--- src/rtl/ifu_pkg.sv ---
// ifu_pkg: shared state encoding and constants for the instruction fetch unit
package ifu_pkg;
  typedef enum logic [1:0] {S_REQ, S_WAIT, S_HOLD, S_FAULT} ifu_state_t;
  localparam logic [31:0] IFU_NOP = 32'h0000_0000;
  localparam logic [31:0] IFU_RESET_PC = 32'h0000_0000;
endpackage

--- src/rtl/ifu_next_pc.sv ---
// ifu_next_pc: next-PC select (jr > jump/jal > taken branch > pc+4); IFU_MISALIGN_TRAP_EN keeps jr low bits
module ifu_next_pc (
  input  logic [31:0] i_pc,
  input  logic [25:0] i_imm26,
  input  logic [31:0] i_rs,
  input  logic        i_jr,
  input  logic        i_jmp,
  input  logic        i_jal,
  input  logic        i_branch,
  input  logic        i_nbranch,
  input  logic        i_zero,
  output logic [31:0] o_pc4,
  output logic [31:0] o_next_pc
);
  logic [31:0] w_jr_target;
  logic [31:0] w_br_target;
  logic        w_taken;
  assign o_pc4 = i_pc + 32'd4;
`ifdef IFU_MISALIGN_TRAP_EN
  assign w_jr_target = i_rs;
`else
  assign w_jr_target = i_rs & 32'hFFFF_FFFC;
`endif
  assign w_br_target = o_pc4 + {{14{i_imm26[15]}}, i_imm26[15:0], 2'b00};
  assign w_taken = (i_branch & i_zero) | (i_nbranch & ~i_zero);
  // priority mux over the four possible successors
  always_comb begin
    o_next_pc = i_jr ? w_jr_target :
                (i_jmp | i_jal) ? {o_pc4[31:28], i_imm26, 2'b00} :
                w_taken ? w_br_target : o_pc4;
  end
endmodule

--- src/rtl/instruction_fetch_unit.sv ---
// instruction_fetch_unit: owns the PC, fetches words over req/ready+valid, holds them until retired; IFU_MISALIGN_TRAP_EN adds a misaligned-jr trap
module instruction_fetch_unit
  import ifu_pkg::*;
#(
  parameter logic [31:0] RESET_PC   = IFU_RESET_PC,
  parameter int          ADDR_WIDTH = 14
) (
  input  logic                  iCpuClock,
  input  logic                  iCpuReset,
  output logic                  oImemReq,
  output logic [ADDR_WIDTH-1:0] oImemAddr,
  input  logic                  iImemReady,
  input  logic                  iImemValid,
  input  logic [31:0]           iImemData,
  output logic [31:0]           oInstructionFetched,
  output logic                  oInstructionValid,
  output logic [31:0]           oPc,
  output logic [31:0]           oPcPlus4,
  input  logic                  iCpuAdvance,
  input  logic                  iJr,
  input  logic                  iJmp,
  input  logic                  iJal,
  input  logic                  iBranch,
  input  logic                  iNBranch,
  input  logic                  iZero,
  input  logic [31:0]           iRsValue,
  output logic                  oFault
);
  ifu_state_t  r_state;
  logic [31:0] r_pc;
  logic [31:0] r_instr;
  logic        r_req;
  logic        r_valid;
  logic [31:0] w_next_pc;
  logic [31:0] w_pc4;
  ifu_next_pc u_next_pc (
    .i_pc      (r_pc),
    .i_imm26   (r_instr[25:0]),
    .i_rs      (iRsValue),
    .i_jr      (iJr),
    .i_jmp     (iJmp),
    .i_jal     (iJal),
    .i_branch  (iBranch),
    .i_nbranch (iNBranch),
    .i_zero    (iZero),
    .o_pc4     (w_pc4),
    .o_next_pc (w_next_pc)
  );
`ifdef IFU_MISALIGN_TRAP_EN
  logic r_fault;
  logic w_misalign;
  assign w_misalign = iJr & |iRsValue[1:0];
  assign oFault = r_fault;
`else
  assign oFault = 1'b0;
`endif
  assign oImemReq = r_req;
  assign oImemAddr = r_pc[ADDR_WIDTH+1:2];
  assign oInstructionFetched = r_instr;
  assign oInstructionValid = r_valid;
  assign oPc = r_pc;
  assign oPcPlus4 = w_pc4;
  // fetch FSM: request, await response, hold word until the core retires it; outputs registered alongside state
  always_ff @(posedge iCpuClock) begin
    if (iCpuReset) begin
      r_state <= S_REQ;
      r_pc <= RESET_PC;
      r_instr <= IFU_NOP;
      r_req <= 1'b0;
      r_valid <= 1'b0;
`ifdef IFU_MISALIGN_TRAP_EN
      r_fault <= 1'b0;
`endif
    end else begin
      case (r_state)
        S_REQ: begin
          r_state <= (r_req && iImemReady) ? S_WAIT : S_REQ;
          r_req <= ~(r_req && iImemReady);
        end
        S_WAIT: if (iImemValid) begin
          r_state <= S_HOLD;
          r_instr <= iImemData;
          r_valid <= 1'b1;
        end
        S_HOLD: if (iCpuAdvance) begin
          r_pc <= w_next_pc;
          r_valid <= 1'b0;
`ifdef IFU_MISALIGN_TRAP_EN
          r_fault <= w_misalign;
          r_state <= w_misalign ? S_FAULT : S_REQ;
          r_req <= ~w_misalign;
`else
          r_state <= S_REQ;
          r_req <= 1'b1;
`endif
        end
        default: ;
      endcase
    end
  end
endmodule

--- config.mk ---
export PLATFORM = sky130hd
export DESIGN_NAME = instruction_fetch_unit
export DESIGN_NICKNAME = d
export VERILOG_FILES = /design/src/rtl/ifu_pkg.sv /design/src/rtl/ifu_next_pc.sv /design/src/rtl/instruction_fetch_unit.sv
export SDC_FILE = /design/constraint.sdc
export NUM_CORES = 1
export LEC_CHECK = 0
export CELL_PAD_IN_SITES_DETAIL_PLACEMENT = 1
export CELL_PAD_IN_SITES_GLOBAL_PLACEMENT = 1
export CORE_MARGIN = 5
export CORE_UTILIZATION = 36
export CTS_BUF_LIST = sky130_fd_sc_hd__clkbuf_16
export CTS_CLUSTER_SIZE = 28
export DETAILED_ROUTE_END_ITERATION = 7
export PLACE_DENSITY_LB_ADDON = 0.15
export SYNTH_ARGS = -nofsm -noshare
export SYNTH_HDL_FRONTEND = slang
export SYNTH_HIERARCHICAL = 1
export SYNTH_SLANG_ARGS = --single-unit
--- constraint.sdc ---
create_clock -name iCpuClock -period 8.6 [get_ports iCpuClock]
set_input_delay 1.29 -clock iCpuClock [delete_from_list [all_inputs] [get_ports iCpuClock]]
set_output_delay 1.29 -clock iCpuClock [all_outputs]
set_load 0.05 [all_outputs]
==> metrics.cfg, run 1 <==
[timing]
worst_pin_slew_ns=0.817
relSlewSlack_pct=45.0
period_needed_ns=5.11
finalClockSkew_ns=0.00678
finalCritPeriodShare_pct=59.4
holdWs_ns=0.464
maxSlewViolCount=0
hold_viol=0
tns_ns=0
clock.fmax_mhz=196
finalSetupViolCount=0
rsz0062_at_grt=false

[yosys]
synth_top_family_by_area=simple AND/OR/NAND/NOR gates
yosysSeqAreaShare_pct=23.6
synth_top_cell_area_share_pct=23.6
syn_inst=806
syn-cell-area_um2=5770
avgSynthCellArea_um2=7.16
synth-simple-area-share_pct=26.0
ys_types=65
synthFlopType=dfxtp_1
ys_ff_latch=68
yosysTopAreaCell=dfxtp_1
synthMuxAreaShare_pct=0.737
synth_xor_area_share_pct=7.87
synth_area_leaders=dfxtp_1, nand2_1, a21oi_1
synthesis.nets=924
async_flop_share_pct=0
synth_fa_ha_area_share_pct=9.45
synth_edf_count=0
synth-compound-area-share_pct=25.4
ys_warn_count=6

[routing]
routed-wl-met3_mm=1.84
drc=0
routedLengthMet1_mm=11.0
firstDrtPassIters=5
vias=6626
top_layer=met4
routed_via_density=5.64
drtAntennaViolNets=0
drt-total-wl_mm=24.1
met2_length_mm=10.7
wire_per_inst_um=20.5
drt_iter0_markers=407

[critical_path]
crit_fanout=8
cp_cell_sequence=ha_1, and4_4, or3b_1, or2_1, nor2_1, xor2_1, ha_1, a21oi_1, o21ai_0, a2111oi_0, a31oi_1, a211oi_1, xor2_1, o221ai_1, nand2_1, a21oi_1
start_kind=flip-flop
cp.required_ns=8.80
worstPathArrival_ns=5.31
worstSetupStartpoint=oPc[2]$_SDFFE_PP0P_
r2r_end=oPc[27]$_SDFFE_PP0P_
slowest_delay_ns=0.48
endpoint_kind=flip-flop
path_buf_inv=0
worstSetupPathType=reg -> reg
reg2reg_slack_ns=3.49
path_delay_family=compound AO/OA/AOI/OAI gates
reg2reg_from=oPc[2]$_SDFFE_PP0P_
slowest_stage=dfxtp_1
r2r_cells=16

[die]
die_y_um=137
fp.dieW_um=137
num_io_pins=188
dieArea_um2=18700
core_um2=15800
initial_core_util_pct=36.5
fp-row-count=46

[placed_design]
dp_hpwl_mm=17.7
port-buffer-count=184
gp_congestion=0.932
dpl-instance-area_um2=7620

[min_path]
hold-path-endpoint=oInstructionFetched[28]$_SDFFE_PP0P_
min_delay_path_depth=2
min_from=oInstructionFetched[28]$_SDFFE_PP0P_
hp-class=reg -> reg

[cts]
cts.sinks=68
cts_tree=done
post_cts_resized=0
cts_buffer_depth=2
cts_root_buffer=clkbuf_16
hold_buffers=0
path_clk_slew_ns=0.06
postCtsSetupBuffers=0
cts_buffers=9
htree_levels=3
worstSkewPairLatency_ns=0.35

[pwr]
p_per_area_nw_per_um2=115
p_leak_nw=3.00
ir_drop_mv=0.105

[finish]
areaGrowthSynthToFinish_pct=37.6
drive_gt1_share_pct=5.01
nets=1072
layout_common_cells=nand2_1, clkdlybuf4s50_1, a21oi_1, dfxtp_1
final_common_cell=nand2_1
n_antenna_cell=0
fin_area_um2=7940

[global_route]
track_usage_pct=25.5
grt-ovfl-total=0
antenna_found_initial=0
grt_first_pass_wirelength_mm=36.6
grt_start_max_net_pins=69
grt_pass1_vias=6535

[flow_run]
maxCapViolations=0

[status]
status=complete, no violations

==> kinds of logic after synthesis <==
| logic type | Yosys count |
|---|---|
| and+or+nand+nor | 329 |
| AOI/OAI and AO/OA | 238 |
| buffers and inverters | 72 |
| DFF | 68 |
| xor gates and xnor gates | 51 |
| adders and majority gates | 43 |
| muxes | 4 |
| other | 1 |
==> cells in the mapped netlist (all sizes together) (6+ instances only) <==
cell and count:
a21oi 106, dfxtp 68, xnor2 31, buf 36, a21o 15, o22ai 6, nor2 31, inv 15
ha 42, and3 10, nor3 18, o21ai 42, a211oi 6, nand3 16, nand2 197, xor2 20
nand4 18, o211ai 9, clkbuf 21
==> cell type report <==
| type | count | area, um^2 |
|---|---|---|
| Clock inverter | 7 | 98.8 |
| Timing Repair Buffer | 194 | 1910 |
| Clock buffer | 9 | 225 |
| Sequential cell | 68 | 1360 |
| Tap cell | 216 | 270 |
| Multi-Input combinational cell | 666 | 4020 |
| Fill cell | 1988 | 7890 |
| Inverter | 15 | 56.3 |
==> through the flow <==
stage | worst slack, ns | total power [W] | instances | utilization, %
3_5_place_dp | 3.58 | 0.000494 | 1159 | 48.1
3_3_place_gp | 3.71 | 0.000492 | 1159 | 48.1
4_1_cts | 3.54 | 0.000921 | 1175 | 50.2
2_1_floorplan | 3.40 | 0.000422 | 806 | -
5_1_grt | 3.20 | 0.000944 | 1175 | 50.2
6_report | 3.49 | 0.000911 | 1175 | 50.2
==> worst reg2reg max path, delay by kind of cell (launching register included) <==
kind	cells	cell delay, ns
adders and majority gates	2	0.70
AOI/OAI and AO/OA	7	1.74
and+or+nand+nor	5	1.35
DFF	1	0.48
xor gates and xnor gates	2	0.71
==> sequential cells by signal, summed over array words and instances, names as in the netlist <==
| name | count |
|---|---|
| oImemReq | 1 |
| oInstructionValid | 1 |
| r_state | 2 |
| oInstructionFetched | 32 |
| oPc | 32 |
==> how the worst max path moves through the flow <==
stage | end | cells after the start
floorplan | oPc[31]$_SDFFE_PP0P_ | 18
global placement | oPc[27]$_SDFFE_PP0P_ | 16
detailed placement | oPc[27]$_SDFFE_PP0P_ | 16
CTS | oPc[27]$_SDFFE_PP0P_ | 16
global route | oPc[27]$_SDFFE_PP0P_ | 16
finish | oPc[27]$_SDFFE_PP0P_ | 16
==> power breakdown <==
group / internal (W) / switching, W / total (W) / leakage (nW)
sequential: 0.000321 / 0.00000744 / 0.000328 / 0.549
combinational: 0.0000674 / 0.0000927 / 0.000160 / 2.29
clock: 0.000256 / 0.000167 / 0.000423 / 0.158
==> layer usage <==
layer  vias up  GRT usage (%)
li1       3139              -
met1      3220           34.7
met2       228           39.7
met3        39           6.51
met4         0           7.45
met5         -              0
(Power assumes the default switching activity.)
==> inputs of run 2 (changes only) <==
--- a/config.mk
+++ b/config.mk
@@ -8,7 +8,7 @@
 export CELL_PAD_IN_SITES_DETAIL_PLACEMENT = 1
 export CELL_PAD_IN_SITES_GLOBAL_PLACEMENT = 1
 export CORE_MARGIN = 5
-export CORE_UTILIZATION = 36
+export CORE_UTILIZATION = 30
 export CTS_BUF_LIST = sky130_fd_sc_hd__clkbuf_16
 export CTS_CLUSTER_SIZE = 28
 export DETAILED_ROUTE_END_ITERATION = 7
==> constraint.sdc (replaced) <==
create_clock -name iCpuClock -period 4.4 [get_ports iCpuClock]
set_input_delay 0.66 -clock iCpuClock [delete_from_list [all_inputs] [get_ports iCpuClock]]
set_output_delay 0.66 -clock iCpuClock [all_outputs]
set_load 0.05 [all_outputs]
==> run 2 against run 1 <==
- die area increased by 18%
- cell count increased by 7.7%
- worst hold slack got worse by 0.010 ns
- routed wire length increased by 7.2%
- count of clock-buffer cells in the layout unchanged
- sequential cell count unchanged
- combinational power increased by 100%
- first-iteration DRC count decreased by 14%
- via count increased by 2.2%
- design area increased by 6.7%
- register-to-register slack got worse by 3.3 ns
- highest routed layer unchanged
==> metrics.cfg, run 2 (synthesis results as in run 1) <==
[status]
status=complete, no violations  ; unchanged

[routing]
routed_via_density=5.35  ; was 5.64
wire_per_inst_um=20.4  ; was 20.5 um
drt-total-wl_mm=25.8  ; was 24.1 mm
vias=6775  ; was 6626
drt_iter0_markers=352  ; was 407
drc=0  ; unchanged
firstDrtPassIters=5  ; unchanged
drtAntennaViolNets=0  ; unchanged

[die]
fp-row-count=50  ; was 46
core_um2=18800  ; was 15800 um^2
fp.dieW_um=149  ; was 137 um
die_y_um=149  ; was 137 um
dieArea_um2=22100  ; was 18700 um^2
initial_core_util_pct=30.7  ; was 36.5%
num_io_pins=188  ; unchanged

[timing]
holdWs_ns=0.454  ; was 0.464 ns
worst_pin_slew_ns=0.852  ; was 0.817 ns
finalCritPeriodShare_pct=96.8  ; was 59.4%
finalClockSkew_ns=0.00938  ; was 0.00678 ns
clock.fmax_mhz=235  ; was 196 MHz
hold_viol=0  ; unchanged
setup_slack_ns=0.141  ; was 3.49 ns
maxSlewViolCount=0  ; unchanged
finalSetupViolCount=0  ; unchanged
relSlewSlack_pct=43.2  ; was 45.0%
period_needed_ns=4.26  ; was 5.11 ns

[min_path]
min_delay_path_depth=2  ; unchanged
hp-class=reg -> reg  ; unchanged

[global_route]
antenna_found_initial=0  ; unchanged
track_usage_pct=23.0  ; was 25.5%
grt_start_max_net_pins=69  ; unchanged
grt_first_pass_wirelength_mm=39.4  ; was 36.6 mm
grt-ovfl-total=0  ; unchanged
grt_pass1_vias=6842  ; was 6535

[pwr]
p_leak_nw=3.30  ; was 3.00 nW
ir_drop_mv=0.179  ; was 0.105 mV
p_per_area_nw_per_um2=202  ; was 115 nW/um^2

[critical_path]
endpoint_kind=flip-flop  ; unchanged
worstSetupPathType=reg -> reg  ; unchanged
worstSetupStartpoint=oPc[3]$_SDFFE_PP0P_  ; was oPc[2]$_SDFFE_PP0P_
reg2reg_from=oPc[3]$_SDFFE_PP0P_  ; was oPc[2]$_SDFFE_PP0P_
crit_fanout=6  ; was 8
slowest_delay_ns=0.41  ; was 0.48 ns
critPathCapture=oPc[23]$_SDFFE_PP0P_  ; was oPc[27]$_SDFFE_PP0P_
r2r_cells=17  ; was 16
cpMostUsedCell=buf_4
cp.required_ns=4.67  ; was 8.80 ns
slowest_stage=a2111oi_2  ; was dfxtp_1
worstPathArrival_ns=4.53  ; was 5.31 ns
reg2reg_slack_ns=0.14  ; was 3.49 ns
r2r_end=oPc[23]$_SDFFE_PP0P_  ; was oPc[27]$_SDFFE_PP0P_
cp_cell_sequence=ha_1, and4_4, or3b_1, or2_4, buf_4, xnor2_4, ha_1, a21oi_1, o21ai_0, a2111oi_2, a31oi_2, buf_4, buf_4, xnor2_1, a211oi_1, nand2_1, a21oi_1  ; was ha_1, and4_4, or3b_1, or2_1, nor2_1, xor2_1, ha_1, a21oi_1, o21ai_0, a2111oi_0, a31oi_1, a211oi_1, xor2_1, o221ai_1, nand2_1, a21oi_1
start_kind=flip-flop  ; unchanged

[placed_design]
place_inst=1249  ; was 1159
dpl-instance-area_um2=8140  ; was 7620 um^2
port-buffer-count=184  ; unchanged
dp_slack_ns=0.104  ; was 3.58 ns
dp_hpwl_mm=20.1  ; was 17.7 mm
gp_congestion=0.952  ; was 0.932

[cts]
path_clk_slew_ns=0.06  ; about the same
cts.sinks=68  ; unchanged
cts_buffers=9  ; unchanged
htree_levels=3  ; unchanged
cts_tree=done  ; unchanged
cts_root_buffer=clkbuf_16  ; unchanged
worstSkewPairLatency_ns=0.35  ; about the same
cts_buffer_depth=2  ; unchanged

[finish]
final_cells=1266  ; was 1175
drive_gt1_share_pct=11.7  ; was 5.01%
areaGrowthSynthToFinish_pct=46.9  ; was 37.6%
final_common_cell=nand2_1  ; unchanged
n_antenna_cell=0  ; unchanged
fin_area_um2=8480  ; was 7940 um^2
layout_common_cells=nand2_1, clkdlybuf4s50_1, a21oi_1, dfxtp_1, buf_4  ; was nand2_1, clkdlybuf4s50_1, a21oi_1, dfxtp_1
nets=1119  ; was 1072

[flow_run]
maxCapViolations=0  ; unchanged

-- run 2: layout make-up --
class | instances | area [um^2]
clock buffer | 9 | 225
sequential | 68 | 1380
timing repair buffer | 241 | 2260
multi-input combinational | 666 | 4160
tap | 260 | 325
inverter | 15 | 56.3
fill | 2326 | 10400
clock inverter | 7 | 66.3
-- run 2: critical path, delay by kind of cell (launching register included) --
family	cells	cell delay [ns]
compound gates	6	1.51
xor+xnor	2	0.30
fa+ha+maj	2	0.47
buf+inv	3	0.47
flops	1	0.37
simple gates	4	1.05
-- run 2: worst min-delay path by stage --
stage                                               from                                    to  slack (ns)
floorplan                        r_state[0]$_SDFFE_PP0P_               r_state[0]$_SDFFE_PP0P_        0.49
global placement    oInstructionFetched[29]$_SDFFE_PP0P_  oInstructionFetched[29]$_SDFFE_PP0P_        0.44
detailed placement  oInstructionFetched[30]$_SDFFE_PP0P_  oInstructionFetched[30]$_SDFFE_PP0P_        0.45
CTS                 oInstructionFetched[28]$_SDFFE_PP0P_  oInstructionFetched[28]$_SDFFE_PP0P_        0.46
global route        oInstructionFetched[30]$_SDFFE_PP0P_  oInstructionFetched[30]$_SDFFE_PP0P_        0.49
finish              oInstructionFetched[28]$_SDFFE_PP0P_  oInstructionFetched[28]$_SDFFE_PP0P_        0.45
-- run 2: through the flow --
stage                     setup TNS [ns]  total power (W)  util [%]
after global placement                 0         0.000975      43.2
after CTS                              0          0.00173      44.8
after detailed placement               0         0.000976      43.2
after global routing            -0.00706          0.00178      45.0
final                                  0          0.00171      45.0
after floorplan                        0         0.000824         -
-- run 2: report_power, final --
part / internal, W / switching, W
registers: 0.000626 / 0.0000134
clock network: 0.000437 / 0.000312
logic: 0.000138 / 0.000187
-- run 2: repair_timing --
item                                    CTS  global route
resized for setup                         0             8
hold buffers                              0             0
setup buffers                             0             1
endpoints found under the setup margin    0             5
-- run 2: metal layers --
layer,global-route usage (%),share of wire [%],vias up,wire length [um]
li1,-,-,3236,-
met1,31.7,46,3293,11900
met2,35.8,44,228,11300
met3,6.03,8.7,18,2250
met4,6.00,1.3,0,337
met5,0,0,-,0
